`src/rtl/period_gen_if.sv`:
```
// ============================================================================
// period_gen_if: configuration handshake bundle for period_gen.  Rev 1.0
// ============================================================================
`default_nettype none

interface period_gen_if #(
    parameter int W = 16
);
    logic         cfg_valid;
    logic [W-1:0] cfg_period;
    logic [W-1:0] cfg_high;
    logic         cfg_ready;
    logic         cfg_err;

    modport master (
        output cfg_valid,
        output cfg_period,
        output cfg_high,
        input  cfg_ready,
        input  cfg_err
    );

    modport slave (
        input  cfg_valid,
        input  cfg_period,
        input  cfg_high,
        output cfg_ready,
        output cfg_err
    );
endinterface

`default_nettype wire

```
`src/rtl/period_gen.sv`:
```
// ============================================================================
// period_gen: programmable period/high-time clock generator with lock detect. Rev 1.0
// ============================================================================
`default_nettype none

module period_gen #(
    parameter int W            = 16,
    parameter int LOCK_PERIODS = 2
) (
    input  wire logic        clk,
    input  wire logic        RST,
    input  wire logic        PWRDWN,
    period_gen_if.slave      cfg,
    output logic             clk_out,
    output logic             period_start,
    output logic             locked
);

    localparam int            LW        = (LOCK_PERIODS > 1) ? $clog2(LOCK_PERIODS) : 1;
    localparam logic [LW-1:0] LOCK_LAST = LW'(LOCK_PERIODS - 1);

    localparam logic [1:0] S_IDLE = 2'd0;
    localparam logic [1:0] S_RUN  = 2'd1;
    localparam logic [1:0] S_HALT = 2'd2;

    logic [1:0]    state_q, state_d;
    logic [W-1:0]  cnt_q, cnt_d;
    logic          clk_out_q, clk_out_d;
    logic          ps_q, ps_d;
    logic          locked_q, locked_d;
    logic [LW-1:0] lock_cnt_q, lock_cnt_d;
    logic          cfg_err_q, cfg_err_d;
    logic [W-1:0]  act_period_q, act_period_d;
    logic [W-1:0]  act_high_q, act_high_d;
    logic          pend_valid_q, pend_valid_d;
    logic [W-1:0]  pend_period_q, pend_period_d;
    logic [W-1:0]  pend_high_q, pend_high_d;

    logic w_xfer, w_legal, w_apply, w_start;

    assign w_xfer  = cfg.cfg_valid && !pend_valid_q;
    assign w_legal = (cfg.cfg_period >= W'(2)) && (cfg.cfg_high != '0) &&
                     (cfg.cfg_high < cfg.cfg_period);

    always_comb begin
        state_d       = state_q;
        cnt_d         = cnt_q;
        clk_out_d     = clk_out_q;
        ps_d          = 1'b0;
        locked_d      = locked_q;
        lock_cnt_d    = lock_cnt_q;
        cfg_err_d     = 1'b0;
        act_period_d  = act_period_q;
        act_high_d    = act_high_q;
        pend_valid_d  = pend_valid_q;
        pend_period_d = pend_period_q;
        pend_high_d   = pend_high_q;
        w_apply       = 1'b0;
        w_start       = 1'b0;

        case (state_q)
            S_IDLE: begin
                if (pend_valid_q && !PWRDWN) begin
                    w_apply = 1'b1;
                    w_start = 1'b1;
                end
            end
            S_RUN: begin
                if (PWRDWN) begin
                    state_d   = S_HALT;
                    cnt_d     = '0;
                    clk_out_d = 1'b0;
                    locked_d  = 1'b0;
                end else if (cnt_q == act_period_q - W'(1)) begin
                    cnt_d     = '0;
                    clk_out_d = 1'b1;
                    ps_d      = 1'b1;
                    if (pend_valid_q) begin
                        w_apply = 1'b1;
                    end else if (!locked_q) begin
                        // lock_cnt holds completed periods; this wrap completes one more
                        if (lock_cnt_q == LOCK_LAST) begin
                            locked_d = 1'b1;
                        end else begin
                            lock_cnt_d = lock_cnt_q + LW'(1);
                        end
                    end
                end else begin
                    cnt_d     = cnt_q + W'(1);
                    clk_out_d = (cnt_q + W'(1)) < act_high_q;
                end
            end
            S_HALT: begin
                w_apply = pend_valid_q;
                w_start = !PWRDWN;
            end
            default: state_d = S_IDLE;
        endcase

        if (w_start) begin
            state_d    = S_RUN;
            cnt_d      = '0;
            clk_out_d  = 1'b1;
            ps_d       = 1'b1;
            locked_d   = 1'b0;
            lock_cnt_d = '0;
        end

        if (w_apply) begin
            act_period_d = pend_period_q;
            act_high_d   = pend_high_q;
            pend_valid_d = 1'b0;
            locked_d     = 1'b0;
            lock_cnt_d   = '0;
        end

        // Apply and transfer never coincide: a transfer needs the pending slot empty
        if (w_xfer) begin
            if (w_legal) begin
                pend_valid_d  = 1'b1;
                pend_period_d = cfg.cfg_period;
                pend_high_d   = cfg.cfg_high;
            end else begin
                cfg_err_d = 1'b1;
            end
        end
    end

    always_ff @(posedge clk or posedge RST) begin
        if (RST) begin
            state_q       <= S_IDLE;
            cnt_q         <= '0;
            clk_out_q     <= 1'b0;
            ps_q          <= 1'b0;
            locked_q      <= 1'b0;
            lock_cnt_q    <= '0;
            cfg_err_q     <= 1'b0;
            act_period_q  <= '0;
            act_high_q    <= '0;
            pend_valid_q  <= 1'b0;
            pend_period_q <= '0;
            pend_high_q   <= '0;
        end else begin
            state_q       <= state_d;
            cnt_q         <= cnt_d;
            clk_out_q     <= clk_out_d;
            ps_q          <= ps_d;
            locked_q      <= locked_d;
            lock_cnt_q    <= lock_cnt_d;
            cfg_err_q     <= cfg_err_d;
            act_period_q  <= act_period_d;
            act_high_q    <= act_high_d;
            pend_valid_q  <= pend_valid_d;
            pend_period_q <= pend_period_d;
            pend_high_q   <= pend_high_d;
        end
    end

    assign clk_out       = clk_out_q;
    assign period_start  = ps_q;
    assign locked        = locked_q;
    assign cfg.cfg_err   = cfg_err_q;
    assign cfg.cfg_ready = !pend_valid_q;

endmodule

`default_nettype wire
```
`src/flat_wrapper.sv`:
```
// flat-port wrapper written by rule: the top's interface ports become plain ports
module period_gen_flat 
#(
    parameter int W            = 16,
    parameter int LOCK_PERIODS = 2
)
  (clk, RST, PWRDWN, clk_out, period_start, locked, cfg_cfg_valid, cfg_cfg_period, cfg_cfg_high, cfg_cfg_ready, cfg_cfg_err);
  period_gen_if #(.W(W)) cfg_i ();
  input  wire logic clk;
  input  wire logic RST;
  input  wire logic PWRDWN;
  output logic clk_out;
  output logic period_start;
  output logic locked;
  input wire logic [$bits(cfg_i.cfg_valid)-1:0] cfg_cfg_valid;
  input wire logic [$bits(cfg_i.cfg_period)-1:0] cfg_cfg_period;
  input wire logic [$bits(cfg_i.cfg_high)-1:0] cfg_cfg_high;
  output wire logic [$bits(cfg_i.cfg_ready)-1:0] cfg_cfg_ready;
  output wire logic [$bits(cfg_i.cfg_err)-1:0] cfg_cfg_err;
  assign cfg_i.cfg_valid = cfg_cfg_valid;
  assign cfg_i.cfg_period = cfg_cfg_period;
  assign cfg_i.cfg_high = cfg_cfg_high;
  assign cfg_cfg_ready = cfg_i.cfg_ready;
  assign cfg_cfg_err = cfg_i.cfg_err;
  period_gen #(.W(W), .LOCK_PERIODS(LOCK_PERIODS)) u_core (.clk(clk), .RST(RST), .PWRDWN(PWRDWN), .cfg(cfg_i), .clk_out(clk_out), .period_start(period_start), .locked(locked));
endmodule
```
`config.mk`:
```
export PLATFORM = sky130hd
export DESIGN_NAME = period_gen_flat
export DESIGN_NICKNAME = d
export VERILOG_FILES = /design/src/rtl/period_gen_if.sv /design/src/rtl/period_gen.sv /design/src/flat_wrapper.sv
export SDC_FILE = /design/constraint.sdc
export NUM_CORES = 1
export LEC_CHECK = 0
export CAP_MARGIN = 40
export CELL_PAD_IN_SITES_DETAIL_PLACEMENT = 0
export CELL_PAD_IN_SITES_GLOBAL_PLACEMENT = 1
export CORE_UTILIZATION = 50
export CTS_BUF_LIST = sky130_fd_sc_hd__clkbuf_16
export CTS_CLUSTER_SIZE = 30
export DETAILED_ROUTE_END_ITERATION = 6
export MAX_ROUTING_LAYER = met4
export PLACE_DENSITY_LB_ADDON = 0.1
export SYNTH_ARGS = -nofsm -noshare
export SYNTH_HDL_FRONTEND = slang
export SYNTH_SLANG_ARGS = --single-unit
```
`constraint.sdc`:
```
create_clock -name clk -period 7.2 [get_ports clk]
set_clock_uncertainty 0.15 [all_clocks]
set_input_delay 1.8 -clock clk [delete_from_list [all_inputs] [get_ports clk]]
set_output_delay 1.8 -clock clk [all_outputs]
set_load 0.02 [all_outputs]
```
==> metrics.md <==
| Metric | Value |
|---|---|
| Top-count cell post-synth | dfrtp_1 |
| CTS HTree Levels | 3 |
| CP cell instances | clkdlybuf4s50_1 > inv_1 > ha_1 > a2111o_1 > a31oi_1 > o21ai_0 > a311o_1 > a21oi_1 > and3_1 > buf_4 > mux2_2 |
| TritonCTS Buffers | 9 |
| Area of the multi-input gates | 2650 um2 |
| Crit. Startpoint | cfg_cfg_period[5] |
| Worst skew pair latency | 340 ps |
| Worst Slack Setup Final | 2550 ps |
| Vias after detailed routing | 3538 |
| CP Data Required Time | 7270 ps |
| CP Launch Type | input port |
| M2 GR Usage | 34.1% |
| Tcrit/Tclk final | 64.5% |
| GR Util met1 | 32.5% |
| Top area cells in the synthesized netlist | dfrtp_1 (43%), mux2_2 (8.0%), ha_1 (7.9%) |
| First-pass GRT wire length | 17800 um |
| CP bufs+invs | 3 |
| Die X | 103 um |
| Hold Worst Slack | 338 ps |
| Compound-Gate Fraction of Synth Area | 10.6% |
| Non-Filler Instances | 634 |
| R2r startpoint | u_core.act_period_q[0] |
| Final slew viol count | 0 |
| Total power draw | 2.09 mW |
| WL final | 10600 um |
| Crit Path Category | in2reg |
| Multiplexer share of the synthesized area | 16.3% |
| Num ports | 41 |
| Ant diodes | 0 |
| Critical path's slowest cell | clkdlybuf4s50_1 |
| Layout area overhead | 16.5% |
| RSZ-0062 raised after global routing | no |
| Max VDD drop | 0.000215 V |
| CP max stage delay | 490 ps |
| HP Class | reg2reg |
| Die Y-Extent | 103 um |
| Post-synth EDFFs | 0 |
| Initial drt markers | 180 |
| CTS clk-pin slew, worst paths | 60 ps |
| WL/cell | 16.8 um |
| Nets | 564 |
| Syn Std Cell Area | 5080 um2 |
| Initial antenna violation count | 0 |
| Global route overflow | 0 |
| Status | finished clean |
| Gate Count Post-Synth | 457 |
| Seq/Total Area, Yosys | 43.4% |
| Antenna-violating nets left | 0 |
| Clk sink count | 88 |
| Ys Warns | 0 |
| GR Util met3 | 5.02% |
| Die area | 10600 um2 |
| Leading area contributor after synthesis | dfrtp_1 |
| Max-slew headroom | 46.7% |
| Detailed-route vias per instance | 5.58 |
| Worst setup EP type | register |
| Post-synthesis xor/xnor area fraction | 4.83% |
| Post-DP HPWL | 8200 um |
| DRC Markers | 0 |
| CTS Buffer Depth | 2 |
| Placer Congestion | 0.843 |
| FF+latch count, synth | 88 |
| Netlist cell types | 58 |
| Simple-Gate Fraction of Synth Area | 12.3% |
| Post-CTS Setup Bufs | 0 |
| Setup TNS | 0 ps |
| Pleak | 2.70 nW |
| Fill cells | 887 |
| Hold path startpoint | u_core.clk_out |
| CP max FO | 33 |
| Ratio of cells with drive above 1 in the final layout | 17.2% |
| Setup slack at placement | 2200 ps |
| Final Critical Period | 4650 ps |
| Syn_area_per_cell | 11.1 um2 |
| Post-Place Cells | 618 |
| Largest net degree at the start of global routing | 70 |
| Final setup viols | 0 |
| Port Buf Inserts | 40 |
| Synthesized Nets | 525 |
| Busiest grt layer | met2 |
| Most frequent cells after synthesis | dfrtp_1 (88), inv_1 (38), mux2_2 (36) |
| Rows | 36 |
| Core region area | 9820 um2 |
| Fin. Hold Viols | 0 |
| Ys async rst share | 100% |
| CTS tree | done |
| Synth Area in Adders | 8.08% |
| 1st-pass router iterations | 4 |
| Cts hold-fix bufs | 0 |
| Number of max-cap violations | 0 |
| Register area | 2200 um2 |
| Synth top area share | 43.4% |
| Fmax | 0.215 GHz |
| Total GRT Usage | 23.2% |
| Largest family of logic cells by synthesized area | multiplexers |
| Least-Margin Pin Slew | 796 ps |
| CTS Root Cell | clkbuf_16 |
| CTS resizes | 0 |
| Commonest register cell after synthesis | dfrtp_1 |
| Initial cell density of the core | 51.7% |
| Arr. time, crit path | 4720 ps |
| Pwr Density | 353 nW/um2 |
| Top cell family by delay on the critical path | compound AO/OA/AOI/OAI gates |
| Vias in the first global route | 3479 |
[per-stage QoR]
step | area, um2 | utilization, %
3_3_place_gp | 5590 | 56.9
6_report | 5910 | 60.2
5_1_grt | 5910 | 60.2
3_5_place_dp | 5620 | 57.2
4_1_cts | 5910 | 60.2
2_1_floorplan | 5080 | -
[power breakdown]
group	internal (mW)	switching (mW)	leakage, nW	total, mW
Combinational	0.413	0.323	1.47	0.736
Clock	0.269	0.191	0.147	0.461
Sequential	0.700	0.188	1.08	0.888
Total	1.38	0.703	2.70	2.09
[cell families after synthesis]
logic type	after synthesis
compound gates	74
xor+xnor	28
buf+inv	55
simple gates	112
mux	67
fa+ha+maj	33
flops	88
[cell type report]
class	instances	area share (%)
Sequential cell	88	37.2
Tap cell	133	2.81
Clock inverter	7	1.23
Clock buffer	9	3.81
Timing Repair Buffer	45	7.74
Inverter	38	2.43
Multi-Input combinational cell	314	44.7
[state kept, by name (all words and copies together), names as in the netlist, 2 cells and up]
| name | cells |
|---|---|
| u_core.pend_high_q | 16 |
| u_core.cnt_q | 16 |
| u_core.act_high_q | 16 |
| u_core.state_q | 2 |
| u_core.act_period_q | 16 |
| u_core.pend_period_q | 16 |
[final timing paths]
| check | endpoint | slack, ps | depth (start not counted) |
|---|---|---|---|
| max reg2reg | u_core.act_high_q[11] | 3210 | 9 |
| min | u_core.clk_out | 340 | 1 |
| min in group asynchronous | u_core.cnt_q[5] | 1670 | 3 |
| max | u_core.pend_high_q[0] | 2550 | 11 |
| max in group asynchronous | u_core.act_high_q[14] | 4600 | 4 |
| min reg2reg | u_core.clk_out | 340 | 1 |
[layout by cell type, fill, tap and decap left out, types with 3 or more instances in the layout]
cell type,n
inv_1,38
nor4_1,9
ha_1,32
or4_1,4
nand2_1,18
or3_1,4
buf_4,4
a21o_1,10
a21oi_1,13
a22o_1,9
nand3_1,12
nor3_1,12
xor2_1,8
mux2_4,20
or2_2,3
mux2_2,36
a211oi_1,5
clkdlybuf4s50_1,40
o21ai_0,13
xnor2_1,20
nand4_1,5
and3_1,4
dfrtp_1,88
clkbuf_16,9
mux2_1,9
a31oi_1,3
nor2_1,17
nand2b_1,7
[per-layer routing]
metal | up-vias | part of all wire [%]
met5 | - | 0
met4 | 0 | 1.5
met3 | 16 | 3.9
met2 | 70 | 45
met1 | 1714 | 49
li1 | 1738 | -
Power figures use the tool's default switching activity.
